## src/rtl/serial_rx_ctrl.sv

```systemverilog
// serial_rx_ctrl
//   Receive-side sequencer for an asynchronous serial link. It drives an
//   external serial-to-parallel shift register that is DATA_BITS+1 wide.
//   It detects a start bit and re-samples it at mid-bit to reject glitches.
//   It then strobes the shift register at the centre of every data bit and
//   of the stop bit. Finally it commits the frame or flags a framing error.
//
// Ports
//   clk           : rising-edge clock
//   rst           : synchronous active-high reset
//   serial_in     : serial line, already synchronized to clk, idles high
//   shift_strobe  : 1-cycle pulse, shift_enable of the shift register
//   load_buffer   : 1-cycle pulse, commit shift register to output buffer
//   framing_error : sticky, set on a bad stop bit, cleared by the next
//                   validated start bit or by rst
//   rx_busy       : high whenever the controller is not idle
//
// All outputs are registered. Their next values are derived from the
// next-state logic, so each pulse lands in the same cycle that the
// corresponding state/timer condition holds.
module serial_rx_ctrl #(
  parameter int DATA_BITS    = 8,
  parameter int CLKS_PER_BIT = 10
) (
  input  logic clk,
  input  logic rst,
  input  logic serial_in,
  output logic shift_strobe,
  output logic load_buffer,
  output logic framing_error,
  output logic rx_busy
);

  localparam int HALF = CLKS_PER_BIT / 2;
  localparam int TW   = $clog2(CLKS_PER_BIT);
  localparam int CW   = $clog2(DATA_BITS + 2);

  localparam logic [1:0] ST_IDLE  = 2'd0;
  localparam logic [1:0] ST_START = 2'd1;
  localparam logic [1:0] ST_RECV  = 2'd2;
  localparam logic [1:0] ST_CHECK = 2'd3;

  // The timer is zero-based. A count of N cycles therefore ends at value
  // N-1. This keeps it within $clog2(CLKS_PER_BIT) bits even when
  // CLKS_PER_BIT is a power of two.
  localparam logic [TW-1:0] TMR_ZERO = TW'(0);
  localparam logic [TW-1:0] TMR_ONE  = TW'(1);
  localparam logic [TW-1:0] TMR_MID  = TW'(HALF - 1);
  localparam logic [TW-1:0] TMR_BIT  = TW'(CLKS_PER_BIT - 1);

  localparam logic [CW-1:0] CNT_ZERO = CW'(0);
  localparam logic [CW-1:0] CNT_ONE  = CW'(1);
  // Bit count before the final (stop-bit) strobe.
  localparam logic [CW-1:0] CNT_LAST = CW'(DATA_BITS);

  logic [1:0]    state_r;
  logic [1:0]    state_s;
  logic [TW-1:0] timer_r;
  logic [TW-1:0] timer_s;
  logic [CW-1:0] bit_cnt_r;
  logic [CW-1:0] bit_cnt_s;
  logic          prev_in_r;
  logic          stop_bit_r;
  logic          stop_bit_s;
  logic          framing_error_r;
  logic          framing_error_s;
  logic          shift_strobe_r;
  logic          shift_strobe_s;
  logic          load_buffer_r;
  logic          load_buffer_s;
  logic          rx_busy_r;
  logic          rx_busy_s;
  logic          start_det_s;

  assign start_det_s = prev_in_r & ~serial_in;

  // Next-state, timer, bit counter, stop-bit capture and error flag.
  always_comb begin
    state_s         = state_r;
    timer_s         = timer_r;
    bit_cnt_s       = bit_cnt_r;
    stop_bit_s      = stop_bit_r;
    framing_error_s = framing_error_r;
    case (state_r)
      ST_IDLE: begin
        timer_s   = TMR_ZERO;
        bit_cnt_s = CNT_ZERO;
        if (start_det_s) begin
          state_s = ST_START;
        end else begin
          state_s = ST_IDLE;
        end
      end
      ST_START: begin
        if (timer_r == TMR_MID) begin
          timer_s = TMR_ZERO;
          if (!serial_in) begin
            // A start bit that is still low at mid-bit is genuine. It opens a
            // new frame, so any earlier error is cleared now.
            state_s         = ST_RECV;
            framing_error_s = 1'b0;
          end else begin
            state_s = ST_IDLE;
          end
        end else begin
          timer_s = timer_r + TMR_ONE;
        end
      end
      ST_RECV: begin
        if (timer_r == TMR_BIT) begin
          timer_s    = TMR_ZERO;
          bit_cnt_s  = bit_cnt_r + CNT_ONE;
          // Every strobe overwrites this capture, so after the last strobe
          // it holds the stop bit.
          stop_bit_s = serial_in;
          if (bit_cnt_r == CNT_LAST) begin
            state_s = ST_CHECK;
          end else begin
            state_s = ST_RECV;
          end
        end else begin
          timer_s = timer_r + TMR_ONE;
        end
      end
      ST_CHECK: begin
        state_s   = ST_IDLE;
        timer_s   = TMR_ZERO;
        bit_cnt_s = CNT_ZERO;
        if (!stop_bit_r) begin
          framing_error_s = 1'b1;
        end else begin
          framing_error_s = framing_error_r;
        end
      end
      default: begin
        state_s   = ST_IDLE;
        timer_s   = TMR_ZERO;
        bit_cnt_s = CNT_ZERO;
      end
    endcase
  end

  // Output look-ahead. Each pulse is registered for the cycle in which the
  // next state/timer satisfies its condition.
  always_comb begin
    shift_strobe_s = (state_s == ST_RECV) && (timer_s == TMR_BIT);
    load_buffer_s  = (state_s == ST_CHECK) && stop_bit_s;
    rx_busy_s      = (state_s != ST_IDLE);
  end

  // State and output registers with synchronous reset.
  always_ff @(posedge clk) begin
    if (rst) begin
      state_r         <= ST_IDLE;
      timer_r         <= TMR_ZERO;
      bit_cnt_r       <= CNT_ZERO;
      prev_in_r       <= 1'b1;
      stop_bit_r      <= 1'b1;
      framing_error_r <= 1'b0;
      shift_strobe_r  <= 1'b0;
      load_buffer_r   <= 1'b0;
      rx_busy_r       <= 1'b0;
    end else begin
      state_r         <= state_s;
      timer_r         <= timer_s;
      bit_cnt_r       <= bit_cnt_s;
      prev_in_r       <= serial_in;
      stop_bit_r      <= stop_bit_s;
      framing_error_r <= framing_error_s;
      shift_strobe_r  <= shift_strobe_s;
      load_buffer_r   <= load_buffer_s;
      rx_busy_r       <= rx_busy_s;
    end
  end

  assign shift_strobe  = shift_strobe_r;
  assign load_buffer   = load_buffer_r;
  assign framing_error = framing_error_r;
  assign rx_busy       = rx_busy_r;

endmodule

```

## config.mk

```make
export PLATFORM = sky130hd
export DESIGN_NAME = serial_rx_ctrl
export DESIGN_NICKNAME = d
export VERILOG_FILES = /design/src/rtl/serial_rx_ctrl.sv
export SDC_FILE = /design/constraint.sdc
export NUM_CORES = 1
export LEC_CHECK = 0
export BUFFER_PORTS_ARGS = -buffer_cell sky130_fd_sc_hd__buf_2
export CAP_MARGIN = 15
export CORE_ASPECT_RATIO = 1.4
export CORE_MARGIN = 2
export CORE_UTILIZATION = 44
export DETAILED_ROUTE_END_ITERATION = 12
export GPL_TIMING_DRIVEN = 0
export MAX_ROUTING_LAYER = met4
export SYNTH_ARGS = -nofsm -noshare
export SYNTH_HDL_FRONTEND = slang
export SYNTH_SLANG_ARGS = --single-unit
```

## constraint.sdc

```tcl
create_clock -name clk -period 1.58 [get_ports clk]
set_input_delay 0.079 -clock clk [delete_from_list [all_inputs] [get_ports clk]]
set_output_delay 0.079 -clock clk [all_outputs]
set_load 0.01 [all_outputs]
```

# Word-level counts from Yosys, hierarchy flattened
# Index checks and enable logic that the tools add are counted.
op_classes:
  add_sub_neg: 2
  n_mul: 0
  n_div: 0
  magnitude_cmp: 0
  eq_ne: 13
  n_shift: 0
  muxes: 17
  bitwise_logic: 2
  n_reduce_logical: 9
op_table:
  columns: ["op", "n"]
  rows:
  - ["4-bit == test, second input constant", 3]
  - ["4-bit 2-to-1 mux", 3]
  - ["4-bit one-hot mux with 3 select lines", 1]
  - ["4-bit by 1-bit adder with 4-bit output, second input constant", 2]
  - ["2-bit == test, second input constant", 4]
  - ["2-bit != test, second input constant", 4]
  - ["2-bit one-hot mux with 4 select lines", 1]
  - ["4-bit one-hot mux with 2 select lines", 1]
  - ["1-bit 2-to-1 mux", 7]
  - ["2-bit 2-to-1 mux", 3]
  - ["2-bit nonzero test", 3]
  - ["4-bit by 3-bit == test with 1-bit output, second input constant", 1]
  - ["4-bit AND reduction", 1]
  - ["2-bit by 1-bit == test with 1-bit output, second input constant", 1]
  - ["1-bit logical AND", 2]
  - ["2-bit zero test", 1]
  - ["1-bit one-hot mux with 2 select lines", 1]
  - ["2-bit AND reduction", 1]
  - ["2-bit OR reduction", 1]
  - ["1-bit bitwise AND", 1]
  - ["1-bit inverter", 1]
totals:
  register_bits: 16
  latch_bits: 0
  ramBits: 0
  rom_bits: 0
  output_inout_bits: 4
  n_memories: 0

# Logic depth before layout (Yosys ltp)
# Gate-level depths: netlist (run 1).
logic_depth:
  depth_word: 6
  mapped_depth: 7
  depth_no_buf: 6

# Worst setup path after synthesis (run 1)
# No wires, ideal clock.
synth_path:
  kind: "register to register"
  startpoint: "register timer_r[0]"
  endpoint: "register shift_strobe_r (netlist: shift_strobe)"
  setup_ns: 0.061
  t_arrival_ns: 1.553
  required_time_ns: 1.519
  path_slack_ns: -0.034
  path_stages_with_launch: 7
  path_buffers: 0
  path_cell_list: "dfxtp_1 > inv_1 > ha_1 > and4b_1 > or4_4 > nor3_2 > and4bb_1"
synth_via:
  elab_chain_cells: 5
  elab_cells_between_ends: 12
  cone_classes: "1 x add/sub; 4 x eq/ne; 6 x mux; 1 x reduce/logical"
synth_rtl:
  columns: ["item", "line", "source"]
  rows:
  - ["from (decl)", "58", "logic [TW-1:0] timer_r;"]
  - ["from (signal assigned)", "165", "timer_r <= timer_s;"]
  - ["4-bit by 1-bit adder with 4-bit output (tied with other cells)", "106, 122", null]
  - ["4-bit 2-to-1 mux (tied with other cells)", "110", "if (timer_r == TMR_BIT) begin"]
  - ["4-bit one-hot mux with 3 select lines or 2-bit one-hot mux with 4 select lines (tied branches)", "84", "case (state_r)"]
  - ["4-bit == test or 2-bit == test (tied branches)", "146", "shift_strobe_s = (state_s == ST_RECV) && (timer_s == TMR_BIT);"]
  - ["1-bit logical AND (*)", "146", null]
  - ["to (signal assigned)", "170", "shift_strobe_r <= shift_strobe_s;"]
  - ["to (decl)", "67", "logic shift_strobe_r;"]
# Mark *: on every way between the ends. The rest lies on a longest branch, timed or not.
# A chain may end at the register's enable or synchronous reset.

# Worst setup path in the final report (run 1)
layout_path:
  startpoint: "register state_r[1]"
  endpoint: "register shift_strobe_r (netlist: shift_strobe)"
layout_via:
  elab_chain_cells: 5
  elab_cells_between_ends: 12
  cone_classes: "5 x eq/ne; 4 x mux; 3 x reduce/logical"
layout_rtl:
  columns: ["item", "line", "source"]
  rows:
  - ["from (decl)", "56", "logic [1:0] state_r;"]
  - ["from (signal assigned)", "164", "state_r <= state_s;"]
  - ["2-bit == test or 2-bit zero test (tied branches)", "84", null]
  - ["2-bit OR reduction (no line)", null, null]
  - ["4-bit one-hot mux with 3 select lines", "84", null]
  - ["4-bit == test", "146", null]
  - ["1-bit logical AND (*)", "146", null]
# Marked as above.

==> results of run 1 <==
[cell usage after synthesis, types with 2 or more instances]
cell / instances
dfxtp_1: 16
ha_1: 10
inv_1: 10
nor2_1: 8
a21oi_1: 5
nand3_1: 4
a31oi_1: 3
nand2_1: 3
nand2b_1: 3
nor4_1: 3
buf_2: 2
nand3b_1: 2
nor3_1: 2
nor4bb_1: 2
o21ai_0: 2
xnor2_1: 2
[cell type report]
type,count,area share (%)
plain buffers,4,2.81
clock buffers,4,3.02
inverters,10,3.33
multi-input cells,70,51.5
flip-flops and latches,16,27.5
well taps,21,2.19
repair buffers,17,9.69
[power by group]
part	internal (mW)	switching [mW]	leakage, nW	total, mW
Clock	0.141	0.139	0.0210	0.280
Combinational	0.0421	0.0499	0.318	0.0920
Sequential	0.410	0.00691	0.132	0.417
Total	0.593	0.196	0.471	0.789
[worst max-delay path, delay by kind of cell (launching register included)]
| family | cells | cell delay (ns) |
|---|---|---|
| buf+inv | 1 | 0.05 |
| flops | 1 | 0.34 |
| simple gates | 4 | 1.08 |
| fa+ha+maj | 1 | 0.15 |
[stage by stage]
step / hold slack (ns) / setup TNS, ns / util [%] / instances
2_1_floorplan: 0.186 / 0 / - / 100
6_report: 0.0186 / -0.164 / 61.6 / 142
3_5_place_dp: 0.322 / -0.446 / 49.6 / 127
3_3_place_gp: 0.317 / -0.325 / 49.6 / 127
5_1_grt: 0.0320 / -0.579 / 61.6 / 142
4_1_cts: 0.0136 / -0.156 / 60.0 / 141
[what timing repair did]
item	CTS	global route
endpoints found under the hold margin	0	0
hold buffers	0	0
gates cloned	0	0
endpoints found under the setup margin	4	9
setup buffers	10	1
resized for setup	22	6
pin swaps	6	4
[logic make-up after synthesis]
family / after synthesis / share of synthesized area, %
xor gates and xnor gates: 3 / 2.91
AOI/OAI and AO/OA: 16 / 10.9
buffers and inverters: 14 / 6.93
adders and majority gates: 10 / 13.9
muxes: 1 / 1.25
and+or+nand+nor: 40 / 28.7
DFF: 16 / 35.5
[how the worst max path moves through the flow]
| stage | start | end | cells past startpoint |
|---|---|---|---|
| after CTS | state_r[1] | shift_strobe | 6 |
| after global placement | state_r[1] | shift_strobe | 6 |
| final | state_r[1] | shift_strobe | 6 |
| after floorplan | timer_r[1] | shift_strobe | 6 |
| after global routing | state_r[1] | shift_strobe | 6 |
| after detailed placement | state_r[1] | shift_strobe | 6 |
[routing by layer]
metal	routed length [um]	track usage [%]	vias to the layer above
li1	-	-	393
met1	786	19.1	344
met2	1090	34.7	21
met3	72	3.12	11
met4	109	11.6	0
met5	0	-	-
[sequential cells by signal (all words and copies together) (netlist names)]
name,count
bit_cnt_r,4
timer_r,4
state_r,2
framing_error,1
load_buffer,1
prev_in_r,1
rx_busy,1
shift_strobe,1
stop_bit_r,1
==> impl_metrics.ini, run 1 <==
[clock_tree]
cts_buffers = 3
cts.sinks = 16
clockBufferDepth = 2
cts_tree = built
clk_pin_slew_ns = 0.10
h-tree-depth = 1
root_buffer = clkbuf_4
clk_latency_ns = 0.30

[hold_path]
holdPathEnd = prev_in_r
hold_depth = 2
hp-class = in2reg
worstHoldStart = serial_in

[yosys]
ys_async_sr_fraction_pct = 0
avgSynthCellArea_um2 = 9.03
ys_ff_latch = 16
yosysTopAreaCellShare_pct = 35.5
syn_nets = 113
synth_area_leaders = dfxtp_1 (35%), ha_1 (14%), inv_1 (4.2%)
yosys.area.top_type = dfxtp_1
synth_cell_type_count = 39
synth_edf_count = 0
ys_warn_count = 0
synthFlopType = dfxtp_1
yosysSeqAreaShare_pct = 35.5
syn_inst = 100
synth_area_um2 = 903

[critical_path]
reg2reg_depth = 6
start_kind = flop
worstPathArrival_ns = 1.93
critPathMaxStageDelay_ns = 0.53
reg2reg_to = shift_strobe
reg2reg_slack_ns = -0.10
cp_slowest_cell = or4_4
crit_path_cell_trace = inv_2 > ha_4 > and4b_1 > or4_4 > nor3_2 > and4bb_1
worstPathMaxFanout = 2
path_class = reg2reg
timing.rr.start = state_r[1]
worst_setup_path_end_kind = flop
crit_required_ns = 1.82

[sta]
worstMarginPinSlew_ns = 0.431
finClkSkew_ns = 0.00339
setup_slack_ns = -0.104
fmax_mhz = 594
finalWorstPathRequiredPeriod_ns = 1.68
setup_violations = 6
slew_viol_final = 0
slew_headroom_pct = 71.3
hold_viol = 0
period_share_pct = 107
rsz0062_at_grt = yes

[finish]
layout_commonest_cell = dfxtp_1
ff_latch_area_um2 = 330
fillers = 174
drive_gt1_share_pct = 39.7
antennaDiodeCount = 0
syn_to_final_growth_pct = 33.0
fin_area_um2 = 1200
layout_common_cells = dfxtp_1 (12), buf_4 (10)
fin_nets = 135
multiInputGateArea_um2 = 618

[run]
cap_violations = 0

[floorplan]
std_cell_rows = 19
die_y_um = 57.6
dieArea_um2 = 2440
die_x_um = 42.3
io_pins = 7
start_util_pct = 46.3
core-area_um2 = 1950

[place]
pre_cts_ws_ns = -0.143
io_buffers = 6
dpl_cell_area_um2 = 966
place_hpwl_um = 1290
gp_congestion = 0.759

[drt]
ant_nets = 0
via_count = 769
route.detailed.drc = 0
drt_first_pass_iters = 4
drt_iter0_markers = 15
vias_per_cell = 5.42
wl_per_cell_um = 14.5
wl_um = 2060

[pwr]
power_leakage_nw = 0.471
total_power_mw = 0.789
vdd_drop_max_mv = 0.502
p_per_area_nw_per_um2 = 657

[global_route]
grt_first_pass_wirelength_um = 3450
antenna_found_initial = 0
grt_start_max_net_pins = 11
grt_pass1_vias = 796
grt_overflow = 0
track_usage_pct = 19.3

[status]
run_status = complete, but fails checks
violations = setup timing
Power figures use the tool's default switching activity.
==> inputs of run 2 (changes only) <==
--- a/config.mk
+++ b/config.mk
@@ -13,6 +13,7 @@
 export DETAILED_ROUTE_END_ITERATION = 12
 export GPL_TIMING_DRIVEN = 0
 export MAX_ROUTING_LAYER = met4
+export REMOVE_ABC_BUFFERS = 1
 export SYNTH_ARGS = -nofsm -noshare
 export SYNTH_HDL_FRONTEND = slang
 export SYNTH_SLANG_ARGS = --single-unit
==> run 2 against run 1 <==
Net effect: the flow still finishes with violations (setup timing); combinational power rose by 14%; clock power shrank 20%; non-clock buffer count fell by 4; critical path depth increased by 1; worst setup slack improved by 0.035 ns; flip-flop and latch count unchanged; clock-buffer cell count is 1 lower; routed wire length fell by 5.4%; utilization decreased by 0.64 points; critical path type unchanged; critical endpoint is now load_buffer.
==> impl_metrics.ini, run 2 (synthesis gave the netlist of run 1 again) <==
[finish]
fin_area_um2 = 1190
fin_nets = 131
fin_cells = 137
fin_util_pct = 61.0
drive_gt1_share_pct = 41.4
layout_commonest_cell = buf_4
syn_to_final_growth_pct = 31.6
layout_common_cells = buf_4 (11), dfxtp_1 (9), nor2_1 (7)
antennaDiodeCount = 0
top_regs = bit_cnt_r: 4 flops, timer_r: 4 flops, state_r: 2 flops

[critical_path]
reg2reg_slack_ns = -0.07
crit_required_ns = 1.80
path_class = reg2reg
start_kind = flop
worst_setup_path_end_kind = flop
timing.rr.start = timer_r[1]
worstPathArrival_ns = 1.87
reg2reg_to = load_buffer
worstPathMaxFanout = 5
reg2reg_depth = 7

[floorplan]
die_x_um = 42.3
std_cell_rows = 19
die_y_um = 57.6
io_pins = 7
dieArea_um2 = 2440
start_util_pct = 46.3
core-area_um2 = 1950

[clock_tree]
root_buffer = clkbuf_4
cts_buffers = 3
cts.sinks = 16
h-tree-depth = 1
postCtsHoldBufs = 0
clk_latency_ns = 0.30
clk_pin_slew_ns = 0.10
cts_tree = built
clockBufferDepth = 2

[pwr]
power_leakage_nw = 0.453
total_power_mw = 0.744
p_per_area_nw_per_um2 = 626
vdd_drop_max_mv = 0.481

[place]
place_hpwl_um = 1290
pre_cts_ws_ns = -0.320
place_inst = 123
gp_congestion = 0.795
dpl_cell_area_um2 = 935
io_buffers = 6

[global_route]
grt_first_pass_wirelength_um = 3130
grt_start_max_net_pins = 13
track_usage_pct = 17.6
grt_overflow = 0
grt_pass1_vias = 763
antenna_found_initial = 0

[sta]
slew_headroom_pct = 76.2
tns_ns = -0.148
fmax_mhz = 606
worstMarginPinSlew_ns = 0.355
period_share_pct = 104
rsz0062_at_grt = yes
finClkSkew_ns = 0.00990
setup_violations = 5
setup_slack_ns = -0.0696
hold_viol = 0
finalWorstPathRequiredPeriod_ns = 1.65
holdWs_ns = 0.0312
slew_viol_final = 0

[run]
cap_violations = 0

[hold_path]
hold_depth = 2
hp-class = in2reg
worstHoldStart = serial_in
holdPathEnd = prev_in_r

[status]
violations = setup timing
run_status = complete, but fails checks

[drt]
ant_nets = 0
drt_iter0_markers = 7
wl_um = 1950
wl_per_cell_um = 14.2
via_count = 768
route.detailed.drc = 0
vias_per_cell = 5.61
drt_first_pass_iters = 4
-- run 2: changes by cell type in the layout (fill, tap and decap cells not counted), moves of 2 or more --
| cell | change |
|---|---|
| buf_6 | -3 |
| dfxtp_1 | -3 |
| dfxtp_2 | +3 |
| nor4_4 | +2 |
-- run 2: cell type report --
class                      count  area, um2
clock buffer                   3       22.5
fill                         164        761
inverter                      10       40.0
multi-input combinational     70        653
sequential                    16        334
tap                           21       26.3
timing repair buffer          17        113
-- run 2: worst max path at each step --
stage               cells past startpoint  slack [ns]        from      endpoint
detailed placement                      6       -0.32  state_r[0]   load_buffer
global placement                        6       -0.38  state_r[0]   load_buffer
global route                            7       -0.13  state_r[0]   load_buffer
floorplan                               6       -0.09  state_r[0]  shift_strobe
CTS                                     6       -0.05  state_r[1]  shift_strobe
finish                                  7       -0.07  timer_r[1]   load_buffer
-- run 2: worst max-delay path, stage by stage, from the launching register on --
cell,delay (ns)
dfxtp_2,0.35
inv_4,0.07
ha_4,0.14
and3b_1,0.26
a41o_1,0.25
o21ai_2,0.09
buf_4,0.15
nor4_4,0.25
-- run 2: report_power, final --
part,internal (mW),switching (mW),leakage [nW]
registers,0.409,0.00702,0.134
clock network,0.0891,0.134,0.0138
logic,0.0511,0.0543,0.305
total,0.549,0.195,0.453
-- run 2: what timing repair did --
action | in CTS | in global routing
endpoints found under the hold margin | 0 | 0
pin swaps | 7 | 6
setup buffers | 9 | 2
gates resized for setup | 22 | 13
setup endpoints to repair | 10 | 11
-- run 2: per-layer routing --
metal / track usage (%) / share of wire (%)
met1: 17.1 / 42
met2: 31.4 / 53
met3: 2.18 / 1.3
met4: 12.9 / 3.6
met5: - / 0
==> inputs of run 3 (changes only) <==
--- a/config.mk
+++ b/config.mk
@@ -13,6 +13,7 @@
 export DETAILED_ROUTE_END_ITERATION = 12
 export GPL_TIMING_DRIVEN = 0
 export MAX_ROUTING_LAYER = met4
+export RECOVER_POWER = 50
 export REMOVE_ABC_BUFFERS = 1
 export SYNTH_ARGS = -nofsm -noshare
 export SYNTH_HDL_FRONTEND = slang
==> run 3 against run 2 <==
Net effect: the flow still finishes with violations (setup timing); register-to-register slack is essentially flat; largest power group unchanged; via count up 0.26%; global-route usage unchanged.
==> impl_metrics.ini, run 3 (synthesis gave the netlist of run 1 again) <==
[pwr]
p_int_mw = 0.548
p_sw_mw = 0.194
p_per_area_nw_per_um2 = 628
vdd_drop_max_mv = 0.478
p_comb_share_pct = 14.1
power_frac_clock_pct = 29.9
power_frac_seq_pct = 56.0
swShare_pct = 26.2
power_leakage_nw = 0.436

[sta]
slew_headroom_pct = 76.2
finClkSkew_ns = 0.00835
finalWorstPathRequiredPeriod_ns = 1.65
hold_viol = 0
worstMarginPinSlew_ns = 0.355
setup_violations = 6
setup_slack_ns = -0.0702
rsz0062_at_grt = yes
fmax_mhz = 606
tns_ns = -0.172
slew_viol_final = 0
period_share_pct = 104

[finish]
top_regs = bit_cnt_r: 4 flops, timer_r: 4 flops, state_r: 2 flops
drive_gt1_share_pct = 37.9
fillers = 164
layout_commonest_cell = buf_4
fin_util_pct = 60.7
layout_common_cells = buf_4 (11), dfxtp_1 (9), nor2_1 (7)
fin_nets = 131
antennaDiodeCount = 0
syn_to_final_growth_pct = 31.0

[global_route]
antenna_found_initial = 0
grt_start_max_net_pins = 13
grt_overflow = 0
grt_pass1_vias = 763
grt_first_pass_wirelength_um = 3130
track_usage_pct = 17.6

[clock_tree]
cts_tree = built
clockBufferDepth = 2
clk_pin_slew_ns = 0.09
postCtsHoldBufs = 0
cts.sinks = 16
clk_latency_ns = 0.30
h-tree-depth = 1
root_buffer = clkbuf_4
cts_buffers = 3

[drt]
wl_per_cell_um = 14.3
via_count = 770
route.detailed.drc = 0
ant_nets = 0
vias_per_cell = 5.62
wl_um = 1960
drt_first_pass_iters = 4
drt_iter0_markers = 7

[place]
pre_cts_ws_ns = -0.320
io_buffers = 6
place_hpwl_um = 1290
gp_congestion = 0.795

[hold_path]
hp-class = in2reg
hold_depth = 2

[critical_path]
crit_required_ns = 1.80
worst_setup_path_end_kind = flop
reg2reg_depth = 7
crit_path_cell_trace = inv_4 > ha_4 > and3b_1 > a41o_1 > o21ai_2 > buf_4 > nor4_4
start_kind = flop
path_class = reg2reg
worstPathMaxFanout = 5
cp_slowest_cell = dfxtp_2
critPathMaxStageDelay_ns = 0.35
worstPathArrival_ns = 1.87

[floorplan]
dieArea_um2 = 2440
start_util_pct = 46.3
core-area_um2 = 1950
die_y_um = 57.6
io_pins = 7
die_x_um = 42.3
std_cell_rows = 19

[run]
cap_violations = 0

[status]
violations = setup timing
run_status = complete, but fails checks
==> run 3: power groups by stage <==
stage / Sequential (mW) / Combinational [mW] / Clock (mW)
2_1_floorplan: 0.426 / 0.0393 / 0
3_3_place_gp: 0.425 / 0.0583 / 0
3_5_place_dp: 0.426 / 0.0593 / 0
4_1_cts: 0.415 / 0.0856 / 0.222
5_1_grt: 0.417 / 0.114 / 0.241
6_report: 0.416 / 0.105 / 0.222
==> run 3: routing by layer <==
layer  share of wire [%]  vias up  track usage (%)
li1                    -      386                -
met1                  42      371             17.1
met2                  53        6             31.4
met3                 1.3        7             2.18
met4                 3.6        0             12.9
met5                   0        -                -
==> run 3: worst max-delay path, delay by kind of cell (launching register included) <==
family          cells  cell delay (ns)
simple gates        2             0.51
flops               1             0.35
compound gates      2             0.34
buf+inv             2             0.22
fa+ha+maj           1             0.14
==> run 3: path summary, 6_finish.rpt <==
check | startpoint | endpoint | slack [ns]
worst min register to register | timer_r[0] | timer_r[0] | 0.46
worst max register to register | timer_r[1] | load_buffer | -0.07
worst min-delay path | serial_in | prev_in_r | 0.03
worst max-delay path | timer_r[1] | load_buffer | -0.07
==> run 3: metrics by stage <==
step | power [mW] | instances | hold WS, ns | area [um2]
after floorplan | 0.465 | 96 | 0.148 | 878
after global placement | 0.484 | 123 | 0.319 | 935
after detailed placement | 0.485 | 123 | 0.328 | 935
after CTS | 0.722 | 135 | 0.0335 | 1110
after global routing | 0.773 | 137 | 0.0362 | 1180
final | 0.743 | 137 | 0.0310 | 1180
==> run 3: area by class of cell <==
class / count / area, um2 / share of cell area (%)
multi-input combinational: 70 / 653 / 55.2
inverter: 10 / 40.0 / 3.38
clock buffer: 3 / 22.5 / 1.90
timing repair buffer: 17 / 108 / 9.09
sequential: 16 / 334 / 28.2
tap: 21 / 26.3 / 2.22
==> run 3: timing repair <==
| action | CTS | global route |
|---|---|---|
| gates resized for setup | 22 | 13 |
| pin swaps | 7 | 6 |
| buffers inserted | 9 | 2 |
| setup endpoints to repair | 10 | 11 |
